===== src/rtl/regfile_pkg.sv =====
// regfile_pkg
// Shared types and constants for the multi-port register file.
//   state_t     : scrub sequencer states (SCRUB clears the array, READY is normal use)
//   ZERO_REG    : address of the hardwired-zero register
//   addr_width(): address width for a given register count
package regfile_pkg;

    typedef enum logic {
        SCRUB = 1'b0,
        READY = 1'b1
    } state_t;

    localparam int ZERO_REG = 0;

    function automatic int addr_width(input int nregs);
        return $clog2(nregs);
    endfunction

endpackage


===== src/rtl/regfile_scrub_ctrl.sv =====
// regfile_scrub_ctrl
// Post-reset scrub sequencer. Walks addresses 1..NREGS-1, zeroing one register
// per clock, then parks in READY. Register 0 is never stored, so it is skipped.
// Ports:
//   clk        : clock
//   rst        : asynchronous active-high reset, restarts the scrub
//   scrub_we   : array write enable requested by the scrub
//   scrub_addr : array address being cleared
//   ready      : high once every register has been cleared
module regfile_scrub_ctrl
    import regfile_pkg::*;
#(
    parameter int NREGS = 32,
    parameter int AW    = 5
) (
    input  logic          clk,
    input  logic          rst,
    output logic          scrub_we,
    output logic [AW-1:0] scrub_addr,
    output logic          ready
);

    state_t        state;
    logic [AW-1:0] cnt;

    // NOTE: sequential state uses non-blocking assignments so every flop
    // samples its inputs from before the edge, independent of statement order.
    always_ff @(posedge clk or posedge rst) begin
        if (rst) begin
            state <= SCRUB;
            cnt   <= AW'(1);
        end else if (state == SCRUB) begin
            // The last address is cleared on the same edge that enters READY;
            // the counter then holds rather than wrapping.
            if (cnt == AW'(NREGS - 1)) begin
                state <= READY;
            end else begin
                cnt <= cnt + AW'(1);
            end
        end
    end

    // Gate with rst so no array write is issued while reset is held.
    assign scrub_we   = (state == SCRUB) && !rst;
    assign scrub_addr = cnt;
    assign ready      = (state == READY);

endmodule


===== src/rtl/regfile_mp.sv =====
// regfile_mp
// Parametrised integer register file: NREAD combinational read ports, one
// write port, hardwired-zero x0, optional write-to-read bypass, and a scrub
// sequencer that clears the array after every reset.
// Ports:
//   clk   : clock
//   rst   : asynchronous active-high reset
//   ra    : read addresses, port i at [i*AW +: AW]
//   rd    : read data, port i at [i*XLEN +: XLEN], combinational
//   we    : write enable
//   wa    : write address
//   wd    : write data
//   ready : high once the scrub has finished and the file is usable
module regfile_mp
    import regfile_pkg::*;
#(
    parameter  int XLEN   = 32,
    parameter  int NREGS  = 32,
    parameter  int NREAD  = 2,
    parameter  bit BYPASS = 1'b1,
    localparam int AW     = addr_width(NREGS)
) (
    input  logic                  clk,
    input  logic                  rst,
    input  logic [NREAD*AW-1:0]   ra,
    output logic [NREAD*XLEN-1:0] rd,
    input  logic                  we,
    input  logic [AW-1:0]         wa,
    input  logic [XLEN-1:0]       wd,
    output logic                  ready
);

    logic            scrub_we;
    logic [AW-1:0]   scrub_addr;
    logic            arr_we;
    logic [AW-1:0]   arr_wa;
    logic [XLEN-1:0] arr_wd;

    regfile_scrub_ctrl #(
        .NREGS (NREGS),
        .AW    (AW)
    ) u_scrub (
        .clk        (clk),
        .rst        (rst),
        .scrub_we   (scrub_we),
        .scrub_addr (scrub_addr),
        .ready      (ready)
    );

    // Single array write port: the scrub owns it until ready, after which
    // external writes pass through. External writes during scrub are dropped.
    assign arr_we = ready ? we : scrub_we;
    assign arr_wa = ready ? wa : scrub_addr;
    assign arr_wd = ready ? wd : '0;

    // x0 is not stored; the array starts at index 1.
    logic [XLEN-1:0] mem [1:NREGS-1];

    // NOTE: the storage array deliberately has no reset; clearing it is the
    // scrub sequencer's job, which keeps the array mappable to plain RAM/flops.
    always_ff @(posedge clk) begin
        if (arr_we && (arr_wa != AW'(ZERO_REG))) begin
            mem[arr_wa] <= arr_wd;
        end
    end

    for (genvar i = 0; i < NREAD; i++) begin : g_rd
        logic [AW-1:0]   addr;
        logic [XLEN-1:0] data;

        assign addr = ra[i*AW +: AW];

        // NOTE: the output gets a default first so every path assigns it and
        // no latch is inferred.
        always_comb begin
            data = '0;
            if (ready && (addr != AW'(ZERO_REG))) begin
                if (BYPASS && we && (wa == addr)) begin
                    data = wd;
                end else begin
                    data = mem[addr];
                end
            end
        end

        assign rd[i*XLEN +: XLEN] = data;
    end

endmodule


===== config.mk =====
export PLATFORM = sky130hd
export DESIGN_NAME = regfile_mp
export DESIGN_NICKNAME = d
export VERILOG_FILES = /design/src/rtl/regfile_pkg.sv /design/src/rtl/regfile_scrub_ctrl.sv /design/src/rtl/regfile_mp.sv
export SDC_FILE = /design/constraint.sdc
export NUM_CORES = 1
export LEC_CHECK = 0
export CORE_MARGIN = 2
export CORE_UTILIZATION = 52
export DETAILED_ROUTE_END_ITERATION = 10
export PLACE_DENSITY = 0.76
export SYNTH_ARGS = -nofsm -noshare
export SYNTH_HDL_FRONTEND = slang
export SYNTH_HIERARCHICAL = 1
export SYNTH_SLANG_ARGS = --single-unit

===== constraint.sdc =====
create_clock -name clk -period 4.5 [get_ports clk]
set_clock_uncertainty 0.15 [all_clocks]
set_input_delay 0.9 -clock clk [delete_from_list [all_inputs] [get_ports clk]]
set_output_delay 0.9 -clock clk [all_outputs]
set_load 0.01 [all_outputs]

# ---- Word level (Yosys, flattened, before mapping)
# Memory sizes are Yosys's and may differ from the RTL's.
# Index checks and enable logic that the tools add are counted.
# Widths: inputs -> output; s select.
dict set report op_classes {
  add_sub_neg 1
  bitwise_logic 2
  n_eq_ne 3
  mux 11
  n_reduce_logical 11
}
# cell count
set op_table {}
lappend op_table {{$mux 32} 5}
lappend op_table {{$reduce_bool 5->1} 3}
lappend op_table {{$eq 5x5->1} 2}
lappend op_table {{$logic_and 1x1->1} 6}
lappend op_table {{$add 5x1->5 const B} 1}
lappend op_table {{$eq 5x5->1 const B} 1}
lappend op_table {{$mux 1} 5}
lappend op_table {{$mux 5} 1}
lappend op_table {{$not 1->1} 2}
lappend op_table {{$reduce_and 2->1} 1}
lappend op_table {{$logic_not 1->1} 1}
dict set report word_totals {
  ff_bits 6
  memories 1
  ram_bits 992
}
# name words width read_ports rd_clocked_by_memory_dff wr line
set memory_table {}
lappend memory_table {mem 31 32 2 0 1 regfile_mp.sv:57} ;# logic [XLEN-1:0] mem [1:NREGS-1];

# ---- Depth between registers and ports, before layout
dict set report depth {
  depth_word 6
  mapped_depth 9
  depth_no_buf 6
}

# ---- Modules after synthesis
# Netlist, hierarchy kept.
# mod area_per_inst_um2 cells_per_inst n_inst
set modules_own_cells {}
lappend modules_own_cells {regfile_mp 47429.2 2828 1}
lappend modules_own_cells {regfile_scrub_ctrl 270.3 20 1}

# ---- Worst setup path before layout
# OpenSTA, ideal clock, no wires.
dict set report synth_timing {
  kind {in2out}
  from {input ra[2]}
  to {output rd[23]}
  required_ns 3.450
  t_arrival_ns 2.491
  path_buffers 3
  cell_stages 8
  setup_slack_ns 0.959
  path_cell_list {buf_2 > and2_1 > buf_2 > buf_2 > a221o_1 > o21ai_1 > a21oi_1 > o41ai_1}
}
dict set report synth_via {
  elab_chain_cells 4
  elab_cells_between_ends 7
  classes_between {eq/ne (1); mux (2); reduce/logical (3); memory (1)}
}
# element line
set synth_lines {}
lappend synth_lines {{start: declaration} regfile_mp.sv:25} ;# input logic [NREAD*AW-1:0] ra,
lappend synth_lines {{branches (longest 3 deep; another with $mem_v2 31x32)} -}
lappend synth_lines {{$mux 32 (*)} regfile_mp.sv:77} ;# if (ready && (addr != AW'(ZERO_REG))) begin
lappend synth_lines {{end: declaration} regfile_mp.sv:26} ;# output logic [NREAD*XLEN-1:0] rd,
# Mark *: on every way between the ends.

# ---- Worst setup path in the final report
dict set report layout_timing {
  from {input wa[4]}
  to {output rd[26]}
}
dict set report layout_via {
  elab_chain_cells 4
}
# element line
set layout_lines {}
lappend layout_lines {{start: declaration} regfile_mp.sv:28} ;# input logic [AW-1:0] wa,
lappend layout_lines {{$eq 5x5->1} regfile_mp.sv:78} ;# if (BYPASS && we && (wa == addr)) begin
lappend layout_lines {{$logic_and 1x1->1} regfile_mp.sv:78}
lappend layout_lines {{$mux 32} regfile_mp.sv:78}
lappend layout_lines {{$mux 32} regfile_mp.sv:77}
# Every way passes these cells.

==> results.py <==
metrics = {
    "synth": {
        "synth-warning-count": 6,
        "seq_area_frac_synth": 0.628,
        "synth_area_mm2": 0.0477,
        "synth_cells": 2848,
        "synthFlopType": "edfxtp_1",
        "synth.distinct_cells": 59,
        "syn_avg_cell_area_um2": 16.7,
        "ys_ff_latch": 998,
        "async_reset_ff_frac": 0.00601,
        "syn_nets": 2900,
        "synth_edf_count": 992,
    },
    "placed_design": {
        "dp_hpwl_um": 92500,
        "gp_congestion": 0.910,
        "pre_cts_ws_ps": -208,
        "port_buffers": 114,
        "placed_area_mm2": 0.0525,
    },
    "pwr": {
        "switching_share": 0.232,
        "p_leak_nw": 19.0,
        "power_density_mw_per_mm2": 368,
        "p_int_mw": 15.8,
        "seq_power_share": 0.498,
        "clockPowerShare": 0.395,
        "ir_worst_vdd_v": 0.000338,
        "p_switching_mw": 4.77,
        "pwr-share-comb": 0.107,
    },
    "die": {
        "fp.dieW_um": 307,
        "fp.dieArea_mm2": 0.0942,
        "die_h_um": 307,
        "ios": 115,
        "floorplan.initialDensity": 0.523,
        "fp-row-count": 111,
        "core_area_mm2": 0.0912,
    },
    "detailed_routing": {
        "drc_errors": 0,
        "firstDrtPassIters": 7,
        "vias": 32084,
        "ant_nets": 0,
        "routed_wl_um": 155000,
        "drt_iter0_markers": 4715,
        "wl_per_cell_um": 35.3,
        "via_per_inst": 7.30,
    },
    "sta": {
        "hold_violations": 0,
        "setup_slack_ps": -18.0,
        "period_share": 1.00,
        "max_slew_margin": 0.0973,
        "finalMaxSlewViolations": 0,
        "rsz0062_at_grt": "yes",
        "layout_min_cycle_time_ps": 4520,
        "final-setup-viol-count": 1,
        "max_freq_mhz": 221,
        "worstMarginPinSlew_ps": 1350,
        "setup-tns-final_ps": -18.0,
    },
    "clocking": {
        "clk_root_buffer_cell": "clkbuf_16",
        "h-tree-depth": 3,
        "cts_tree": "built",
        "cts_buffers": 96,
        "path_clk_slew_ps": 60,
        "hold_buffers": 0,
        "cts_sinks": 998,
        "clk-insertion-delay-late_ps": 670,
        "clock_path_buffers": 3,
    },
    "grt": {
        "grt_max_degree": 66,
        "grt_pass1_vias": 32516,
        "grt_util_all_layers": 0.325,
        "antenna_found_initial": 1,
        "grt_pass1_wl_um": 220000,
        "grt_overflow": 0,
    },
    "status": {
        "violations": "setup timing",
        "status": "finished, violations left",
    },
    "layout": {
        "final-seq-area_mm2": 0.0299,
        "fillers": 6210,
        "drive_above_1_share": 0.276,
        "final_core_util": 0.614,
        "multi_input_area_mm2": 0.0169,
        "final_nets": 3184,
        "area_delta_synth_final_pct": 17.5,
        "fin_area_mm2": 0.0560,
    },
    "worst_setup_path": {
        "cp.depth": 9,
        "slowest_delay_ps": 530,
        "critPathKind": "input pin to output port",
        "start_kind": "input pin",
        "endpoint_kind": "output port",
        "path_delay_family": "buffers and inverters",
        "worstPathCellList": "clkdlybuf4s50_1 -> buf_4 -> xnor2_1 -> nand2_1 -> o21bai_4 -> buf_12 -> o41ai_2 -> buf_4 -> clkdlybuf4s50_1",
        "cp_max_fo": 19,
        "critPathSlowestCell": "clkdlybuf4s50_1",
        "critPathBufInv": 5,
        "cp.required_ps": 3450,
        "ff2ff_path_depth": 7,
        "arrival_ps": 3470,
    },
    "min_path": {
        "hold_class": "input pin to asynchronous set/reset pin",
    },
    "flow_run": {
        "drv_cap": 0,
    },
}
-- per-stage QoR --
step                cells  hold WS [ps]  total power [mW]
floorplan            2848           352              11.6
global placement     4208           386              12.5
detailed placement   4208           409              12.6
CTS                  4386           321              20.5
global route         4394           363              21.0
finish               4395           342              20.6
-- metal layers --
metal  GRT usage  vias to the layer above  routed length [um]
li1            -                    12563                   -
met1       0.405                    16065               51100
met2       0.515                     2751               72400
met3      0.0852                      705               20800
met4       0.189                        0               10900
met5           0                        -                   0
-- cell type report --
cell class / count / share of cell area
flip-flops and latches: 998 / 0.534
well taps: 1186 / 0.0265
inverters: 7 / 0.000469
multi-input cells: 1603 / 0.302
repair buffers: 426 / 0.0816
diodes: 1 / 0.0000447
clock buffers: 119 / 0.0456
clock inverters: 55 / 0.00987
-- worst register-to-register path: cells and delay by family, from the launching register on --
kind	cells	cell delay, ps
AND/OR/NAND/NOR	4	1450
buffers and inverters	2	580
flip-flops	1	430
AO/OA/AOI/OAI	1	220
-- sequential cells by signal, indices dropped and copies added, names as in the netlist --
| name | cells |
|---|---|
| u_scrub/ready | 1 |
| u_scrub/scrub_addr | 5 |
| mem | 992 |
-- logic make-up after synthesis --
family | Yosys count | share of synthesized area
AND/OR/NAND/NOR | 307 | 0.0289
multiplexers | 725 | 0.228
XOR/XNOR | 13 | 0.00239
buffers and inverters | 247 | 0.0265
AO/OA/AOI/OAI | 556 | 0.0860
flip-flops | 998 | 0.628
adder cells (fa/ha/maj) | 2 | 0.000525
-- final timing paths --
| path | from | endpoint | slack, ps |
|---|---|---|---|
| max in group asynchronous | rst | u_scrub/scrub_addr[0] | 3590 |
| min in group clk | u_scrub/scrub_addr[3] | u_scrub/scrub_addr[3] | 430 |
| worst min register to register | u_scrub/scrub_addr[3] | u_scrub/scrub_addr[3] | 430 |
| worst min-delay path | rst | u_scrub/scrub_addr[2] | 340 |
| worst max register to register | u_scrub/ready | mem[19][25] | 1300 |
| worst max-delay path | wa[4] | rd[26] | -20 |
-- Yosys cell counts, drive strengths merged (17+ instances only) --
library cell | number | area [um^2]
mux4 | 281 | 6330
o21ai | 59 | 295
mux2i | 363 | 3630
o22ai | 79 | 494
a22o | 53 | 464
clkbuf | 99 | 372
and2 | 33 | 206
edfxtp | 992 | 29800
buf | 141 | 867
a211oi | 100 | 751
a21oi | 63 | 315
nor2 | 111 | 424
o2111ai | 17 | 149
o221ai | 51 | 447
mux2 | 81 | 912
nand2 | 101 | 379
nor3 | 25 | 125
a32o | 32 | 320
-- cells in the final DEF, fill, tap and decap left out, drive strengths merged, types with 5 or more instances in the layout --
| master | n |
|---|---|
| nand3b | 6 |
| nand2 | 101 |
| inv | 7 |
| xor2 | 5 |
| nor2b | 5 |
| o2111ai | 17 |
| o21ai | 59 |
| and2 | 33 |
| o211ai | 9 |
| a221o | 16 |
| a21oi | 63 |
| dlygate4sd2 | 7 |
| clkdlybuf4s50 | 72 |
| nand4 | 11 |
| mux2 | 81 |
| o221ai | 51 |
| a311oi | 16 |
| xnor2 | 8 |
| clkinv | 43 |
| mux4 | 281 |
| a32oi | 16 |
| buf | 317 |
| nor3 | 25 |
| o41ai | 10 |
| bufinv | 11 |
| a22o | 53 |
| clkbuf | 124 |
| dfrtp | 5 |
| dlymetal6s2s | 25 |
| mux2i | 363 |
| edfxtp | 992 |
| a211oi | 100 |
| nand3 | 5 |
| nor2 | 111 |
| o22ai | 79 |
| a31oi | 16 |
| a22oi | 10 |
| a32o | 32 |
-- power by group through the flow --
stage	registers (mW)	logic (mW)	clock network (mW)
final	10.3	2.21	8.12
after global routing	10.3	2.27	8.48
after CTS	10.3	2.14	8.11
after detailed placement	10.5	2.12	0
after global placement	10.5	2.09	0
after floorplan	10.5	1.17	0
-- what timing repair did --
item	4_1_cts	5_1_grt
pin swaps	4	6
setup buffers	4	4
setup endpoints to repair	39	31
resized for setup	19	44
cloned	0	4
Power figures use the tool's default switching activity.
